==> src/rtl/cpu_run_ctrl.sv <==
// Run controller: debounces board switches and the step button, then generates the CPU
// reset and one-cycle clock-enable. Define RUN_CTRL_STEP_EN to build the single-step mode.
module cpu_run_ctrl #(
    parameter int unsigned DEBOUNCE_CYCLES = 1_000_000,
    parameter int unsigned RUN_DIV         = 3_125_000
) (
    input  logic        CLK,
    input  logic        RESET,
    input  logic [15:0] SW,
    input  logic        BTN_STEP,
    input  logic        halt,
    output logic [15:0] sw_clean,
    output logic        cpu_rst,
    output logic        cpu_ce,
    output logic [1:0]  mode,
    output logic [31:0] step_count
);
`ifdef RUN_CTRL_STEP_EN
    localparam int unsigned NIN = 17;
`else
    localparam int unsigned NIN = 16;
`endif
    localparam int unsigned TW = (DEBOUNCE_CYCLES > 1) ? $clog2(DEBOUNCE_CYCLES) : 1;
    localparam int unsigned DW = (RUN_DIV > 1) ? $clog2(RUN_DIV) : 1;

    typedef enum logic [1:0] {
        HOLD = 2'd0,
        RUN  = 2'd1,
        STEP = 2'd2,
        HALT = 2'd3
    } state_e;

    logic [NIN-1:0] raw_in;
    logic [NIN-1:0] sync1_q, sync2_q;
    logic [NIN-1:0] samp_q, samp_d;
    logic [NIN-1:0] clean_q, clean_d;
    logic [NIN-1:0] agree;
    logic [TW-1:0]  tick_cnt_q, tick_cnt_d;
    logic           tick;
    logic [DW-1:0]  div_q, div_d;
    logic           div_terminal;
    state_e         state_q, state_d;
    logic           cpu_ce_q, cpu_ce_d;
    logic           cpu_rst_q, cpu_rst_d;
    logic [31:0]    step_count_q, step_count_d;
    logic           step_sel;
    logic           step_edge;

`ifdef RUN_CTRL_STEP_EN
    logic btn_prev_q;

    assign raw_in    = {BTN_STEP, SW};
    assign step_sel  = clean_q[2];
    // Edge only in STEP, but the history tracks the button in every state.
    assign step_edge = clean_q[NIN-1] & ~btn_prev_q;

    always_ff @(posedge CLK or negedge RESET) begin
        if (!RESET) btn_prev_q <= 1'b0;
        else        btn_prev_q <= clean_q[NIN-1];
    end
`else
    logic unused_btn;

    assign raw_in     = SW;
    assign step_sel   = 1'b0;
    assign step_edge  = 1'b0;
    assign unused_btn = BTN_STEP;
`endif

    assign tick         = (tick_cnt_q == TW'(DEBOUNCE_CYCLES - 1));
    assign div_terminal = (div_q == DW'(RUN_DIV - 1));
    assign agree        = ~(sync2_q ^ samp_q);

    // Debounce: a clean bit follows its input only when two successive samples agree.
    always_comb begin
        tick_cnt_d = tick ? '0 : tick_cnt_q + TW'(1);
        samp_d     = samp_q;
        clean_d    = clean_q;
        if (tick) begin
            samp_d  = sync2_q;
            clean_d = (agree & sync2_q) | (~agree & clean_q);
        end
    end

    always_comb begin
        state_d = state_q;
        if (!clean_q[0]) begin
            state_d = HOLD;
        end else begin
            unique case (state_q)
                HOLD: state_d = step_sel ? STEP : RUN;
                RUN: begin
                    if (halt)          state_d = HALT;
                    else if (step_sel) state_d = STEP;
                end
                STEP: begin
                    if (halt)            state_d = HALT;
                    else if (!step_sel)  state_d = RUN;
                end
                HALT: state_d = HALT;
            endcase
        end
    end

    // Enable generation; any state change in the same cycle suppresses the pulse.
    always_comb begin
        div_d = div_terminal ? '0 : div_q + DW'(1);
        if ((state_d != state_q) && ((state_d == RUN) || (state_d == HOLD))) begin
            div_d = '0;
        end

        cpu_ce_d = 1'b0;
        if (state_d == state_q) begin
            unique case (state_q)
                HOLD:    cpu_ce_d = div_terminal;
                RUN:     cpu_ce_d = div_terminal;
                STEP:    cpu_ce_d = step_edge;
                HALT:    cpu_ce_d = 1'b0;
            endcase
        end

        step_count_d = step_count_q;
        if (state_d == HOLD)  step_count_d = '0;
        else if (cpu_ce_d)    step_count_d = step_count_q + 32'd1;

        cpu_rst_d = ~clean_d[0];
    end

    always_ff @(posedge CLK or negedge RESET) begin
        if (!RESET) begin
            sync1_q      <= '0;
            sync2_q      <= '0;
            samp_q       <= '0;
            clean_q      <= '0;
            tick_cnt_q   <= '0;
            div_q        <= '0;
            state_q      <= HOLD;
            cpu_ce_q     <= 1'b0;
            cpu_rst_q    <= 1'b1;
            step_count_q <= '0;
        end else begin
            sync1_q      <= raw_in;
            sync2_q      <= sync1_q;
            samp_q       <= samp_d;
            clean_q      <= clean_d;
            tick_cnt_q   <= tick_cnt_d;
            div_q        <= div_d;
            state_q      <= state_d;
            cpu_ce_q     <= cpu_ce_d;
            cpu_rst_q    <= cpu_rst_d;
            step_count_q <= step_count_d;
        end
    end

    assign sw_clean   = clean_q[15:0];
    assign cpu_rst    = cpu_rst_q;
    assign cpu_ce     = cpu_ce_q;
    assign mode       = state_q;
    assign step_count = step_count_q;

endmodule

==> config.mk <==
export PLATFORM = sky130hd
export DESIGN_NAME = cpu_run_ctrl
export DESIGN_NICKNAME = d
export VERILOG_FILES = /design/src/rtl/cpu_run_ctrl.sv
export SDC_FILE = /design/constraint.sdc
export NUM_CORES = 1
export LEC_CHECK = 0
export CAP_MARGIN = 20
export CORE_ASPECT_RATIO = 1.2
export CORE_MARGIN = 2
export CORE_UTILIZATION = 55
export CTS_CLUSTER_SIZE = 20
export DETAILED_ROUTE_END_ITERATION = 12
export PLACE_DENSITY = 0.78
export SYNTH_ARGS = -nofsm -noshare
export SYNTH_HDL_FRONTEND = slang
export SYNTH_SLANG_ARGS = --single-unit
export TNS_END_PERCENT = 100
==> constraint.sdc <==
create_clock -name CLK -period 2.6 [get_ports CLK]
set_input_delay 0.26 -clock CLK [delete_from_list [all_inputs] [get_ports CLK]]
set_output_delay 0.26 -clock CLK [all_outputs]
set_load 0.02 [all_outputs]
# Yosys cells after proc, flatten, opt, wreduce, memory -nomap -nowiden
# Cells that the tools add are included.
# totals
regBits	142
output_inout_bits	52
wordCells	48
# classes
n_addsub	3
eq_ne	8
mux	12
bitwise_logic	7
reduce_logical	7
# ops
op	count
32-bit 2-to-1 mux	2
22-bit 2-to-1 mux	2
32-bit by 1-bit adder with 32-bit output (second input constant)	1
16-bit AND	2
16-bit NOT	2
22-bit by 1-bit adder with 22-bit output (second input constant)	1
22-bit == test (second input constant)	1
20-bit by 1-bit adder with 20-bit output (second input constant)	1
20-bit == test (second input constant)	1
20-bit 2-to-1 mux	1
16-bit OR	1
16-bit bitwise XOR	1
2-bit one-hot mux with 4 select lines	1
2-bit 2-to-1 mux	3
2-bit by 1-bit == test with 1-bit output (second input constant)	2
2-bit == test (second input constant)	2
2-bit logical NOT	2
2-bit OR reduction	2
2-bit == test	1
1-bit 2-to-1 mux	2
2-bit != test	1
1-bit one-hot mux with 2 select lines	1
2-bit nonzero test	1
1-bit logical AND	1
other kinds (2)	2

# Logic depth before layout (Yosys ltp)
# logic_depth
word_depth	7
mapped_depth	8
ltp_nobuf	7

# Worst setup path after synthesis
# Ideal clock, no wire load.
# synth_path
kind	register to register
startpoint	register div_q[0]
endpoint	register step_count_q[24], in the netlist step_count[24]
setup_time_ps	78
arrival_time_ps	2209
required_ps	2522
path_slack_ps	313
stages_incl_launch_ff	8
path_buffers	1
period_less_slack_ps	2287
cell_sequence	dfrtp_1 -> ha_1 -> and4bb_2 -> nand3_2 -> or4_1 -> buf_2 -> or4_1 -> a21oi_1
# synth_between
elab_chain_len	4
# synth_rtl
element	line	rtl
start: declaration	40	logic [DW-1:0] div_q, div_d;
start signal: assignment	147	div_q <= div_d;
22-bit == test	71	assign div_terminal = (div_q == DW'(RUN_DIV - 1));
1-bit one-hot mux with 2 select lines	114	unique case (state_q)
1-bit 2-to-1 mux	113	if (state_d == state_q) begin
2-bit nonzero test (no source line)	n/a	
end signal: assignment	151	step_count_q <= step_count_d;
end: declaration	45	logic [31:0] step_count_q, step_count_d;
# No other way between the ends.
# A chain may end at the register's enable or synchronous reset.

# Worst setup path in the final report
# layout_path
startpoint	register div_q[20]
endpoint	register step_count_q[21], in the netlist step_count[21]
# The elaborated chain is that of the path after synthesis.

==> results.ini <==
[run_status]
status = finished, final reports clean

[logic_synthesis]
syn_nets = 604
yosysWarnings = 0
ys_seq_area_share_pct = 59.21
synth.avg_cell_area_sq_um = 10.33
synthCells = 581
ys_types = 40
synth_seq_cells = 142
syn_area_sq_mm = 0.006003

[timing]
final-hold-violation-count = 0
tns_ps = 0
finalCriticalPeriod_ps = 2437
rsz0062_at_grt = false
setup_violations = 0
slew_viol_final = 0
max_freq_ghz = 0.4104
relSlewSlack_pct = 51.87
fin_skew_ps = 7.145
period_share_pct = 93.73
tightest_slew_ps = 715.4
fin_hold_ws_ps = 276.1

[worst_hold_path]
worstHoldEndpoint = sync1_q[12]$_DFF_PN0_
hold_start = SW[12]
min_path_cells = 1
min_path_type = in -> reg

[cts]
hold_buffers = 1
cts_setup_buffers = 0
ctsResizeCount = 0
clk_pin_slew_ps = 60
cts.path.max_buffers = 2
cts.sinks = 142
cts_inserted_buffers = 17
htree_levels = 4
clkLatencyLatePin_ps = 420
tritoncts = yes
root_buffer = clkbuf_16

[critical_path]
r2r-start = div_q[20]$_DFF_PN0_
crit_type = reg -> reg
ff2ff_path_depth = 6
rrSetupSlack_ps = 160
r2r-end = step_count[21]$_DFFE_PN0P_
path_cells = nor3b_1, nand4b_4, buf_4, or4_1, or3_1, a21oi_1
crit_path_start_kind = flip-flop
crit_path_top_delay_cell = or4_1
slowest_delay_ps = 680
path_max_fanout = 9
cp.required_ps = 2940
end_kind = flip-flop
cp.arrival_ps = 2780

[final_layout]
final_area_sq_mm = 0.007492
nNetsFinal = 687
area_growth_pct = 24.80
diodes = 0
final_layout_size_suffix_gt1_share_pct = 7.976

[global_routing]
antenna_found_initial = 0
grt_use_total_pct = 22.44
grt_pass1_wl_microns = 21250
grt_pass1_vias = 4670
gr-total-overflow = 0
grt_max_degree = 61

[placed_design]
hpwl_microns = 8151
routabilityCongestion = 0.8437
place_area_sq_mm = 0.006919
io_buffers = 70

[routing]
drtIter0Drc = 235
dr.pass1.iters = 4
postRouteAntennaNets = 0
viasPerCell = 5.779
vias = 4658
routedWlPerCell_microns = 15.45
drc = 0
routed_wl_microns = 12450

[floorplan]
start_util_pct = 56.81
core_sq_mm = 0.01057
dieHeight_microns = 118.4
die_w_microns = 99.37
rows = 41
die_area_sq_mm = 0.01177
io_pins = 72

[job]
maxCapViolCount = 0

[power]
power.leakage_uw = 0.003052
p_per_area_mw_per_mm2 = 613.8
vdd.ir_drop.worst_mv = 0.4776

==> cell usage in the layout (no fill, tap or decap), types with 3 or more instances in the layout <==
cell and instances:
xnor2_1 19, nor4_1 4, and2_1 3, a21oi_1 50, nand4_1 13, inv_1 29
nand3_1 29, nand2_1 44, and3_1 10, ha_1 3, xor2_1 15, inv_8 5
o21ai_0 71, and4_1 9, dfrtp_1 141, o31ai_1 9, clkdlybuf4s50_1 69, nor3_1 11
buf_4 12, inv_6 6, nor2_1 38, clkbuf_16 17, o21a_1 5, or3_1 21
nand4b_1 3, or4_1 14
==> synth_stat cells (all sizes together) <==
library cell	number	area (sq um)
and4	9	78.83
o31a	1	8.760
nand3b	1	7.510
o21a	5	37.54
nand3	30	155.1
nand2b	2	12.51
nand4	13	81.33
inv	29	108.9
a21boi	1	7.510
o22ai	1	6.260
a31oi	1	6.260
nor2b	1	6.260
nand2	44	165.2
xnor2	19	166.4
and4bb	1	12.51
dfstp	1	26.28
nor3	12	60.06
and2	3	18.77
xor2	15	131.4
ha	3	37.54
buf	4	18.76
or4	14	105.1
mux2i	1	10.01
nand4b	4	50.05
a21oi	50	250.2
o31ai	9	67.56
nor4	6	58.80
nor4b	1	8.760
dfrtp	141	3528
and3	10	62.56
nor2	38	142.6
nor3b	2	15.01
or3	21	131.4
clkbuf	17	63.81
o21ai	71	355.3
==> power breakdown <==
group | switching, uW | internal, uW | leakage, uW
registers | 12.1 | 2230 | 0.00188
logic | 45.4 | 29.1 | 0.000898
clock network | 1010 | 1270 | 0.000275
==> per-stage QoR <==
stage | utilization [%] | std cells | setup slack (ps) | power (uW)
global route | 70.90 | 806 | 30.52 | 4766
detailed placement | 65.47 | 773 | 83.85 | 2364
global placement | 65.47 | 773 | 129.3 | 2361
finish | 70.90 | 806 | 163.1 | 4599
floorplan | - | 581 | 312.7 | 2285
CTS | 70.90 | 806 | 154.2 | 4648
==> worst max-delay path, delay by kind of cell (launching register included) <==
family	cells	cell delay (ps)
DFF	1	410
and+or+nand+nor	4	1620
buffers and inverters	1	170
AOI/OAI and AO/OA	1	160
==> cell families (layout without fill, tap and decap cells) <==
kind of cell / Yosys count / in the layout / share of synthesized area, %
flops: 142 / 142 / 59.21
xor+xnor: 34 / 34 / 4.960
mux: 1 / 1 / 0.1667
fa+ha+maj: 3 / 3 / 0.6253
compound gates: 139 / 139 / 12.32
buf+inv: 50 / 146 / 3.189
simple gates: 212 / 212 / 19.53
==> layer usage <==
layer	share of wire, %	track usage (%)
met4	1.2	8.048
met2	52	37.33
met1	43	28.26
met5	0	0
met3	4.2	5.914
==> how the worst max path moves through the flow <==
stage | from | to | slack, ps | cells past startpoint
floorplan | div_q[0]$_DFF_PN0_ | step_count[24]$_DFFE_PN0P_ | 310 | 7
global placement | halt | step_count[9]$_DFFE_PN0P_ | 130 | 7
detailed placement | halt | step_count[11]$_DFFE_PN0P_ | 80 | 7
CTS | div_q[20]$_DFF_PN0_ | step_count[21]$_DFFE_PN0P_ | 150 | 6
global route | div_q[12]$_DFF_PN0_ | step_count[11]$_DFFE_PN0P_ | 30 | 6
finish | div_q[20]$_DFF_PN0_ | step_count[21]$_DFFE_PN0P_ | 160 | 6
==> final cells by class <==
| cell class | count | area, sq um |
|---|---|---|
| multi-input cells | 389 | 2262 |
| flip-flops and latches | 142 | 3555 |
| well taps | 129 | 161.4 |
| repair buffers | 85 | 842.1 |
| clock inverters | 15 | 137.6 |
| fillers | 746 | 3075 |
| inverters | 29 | 108.9 |
| clock buffers | 17 | 425.4 |
(Power assumes the default switching activity.)
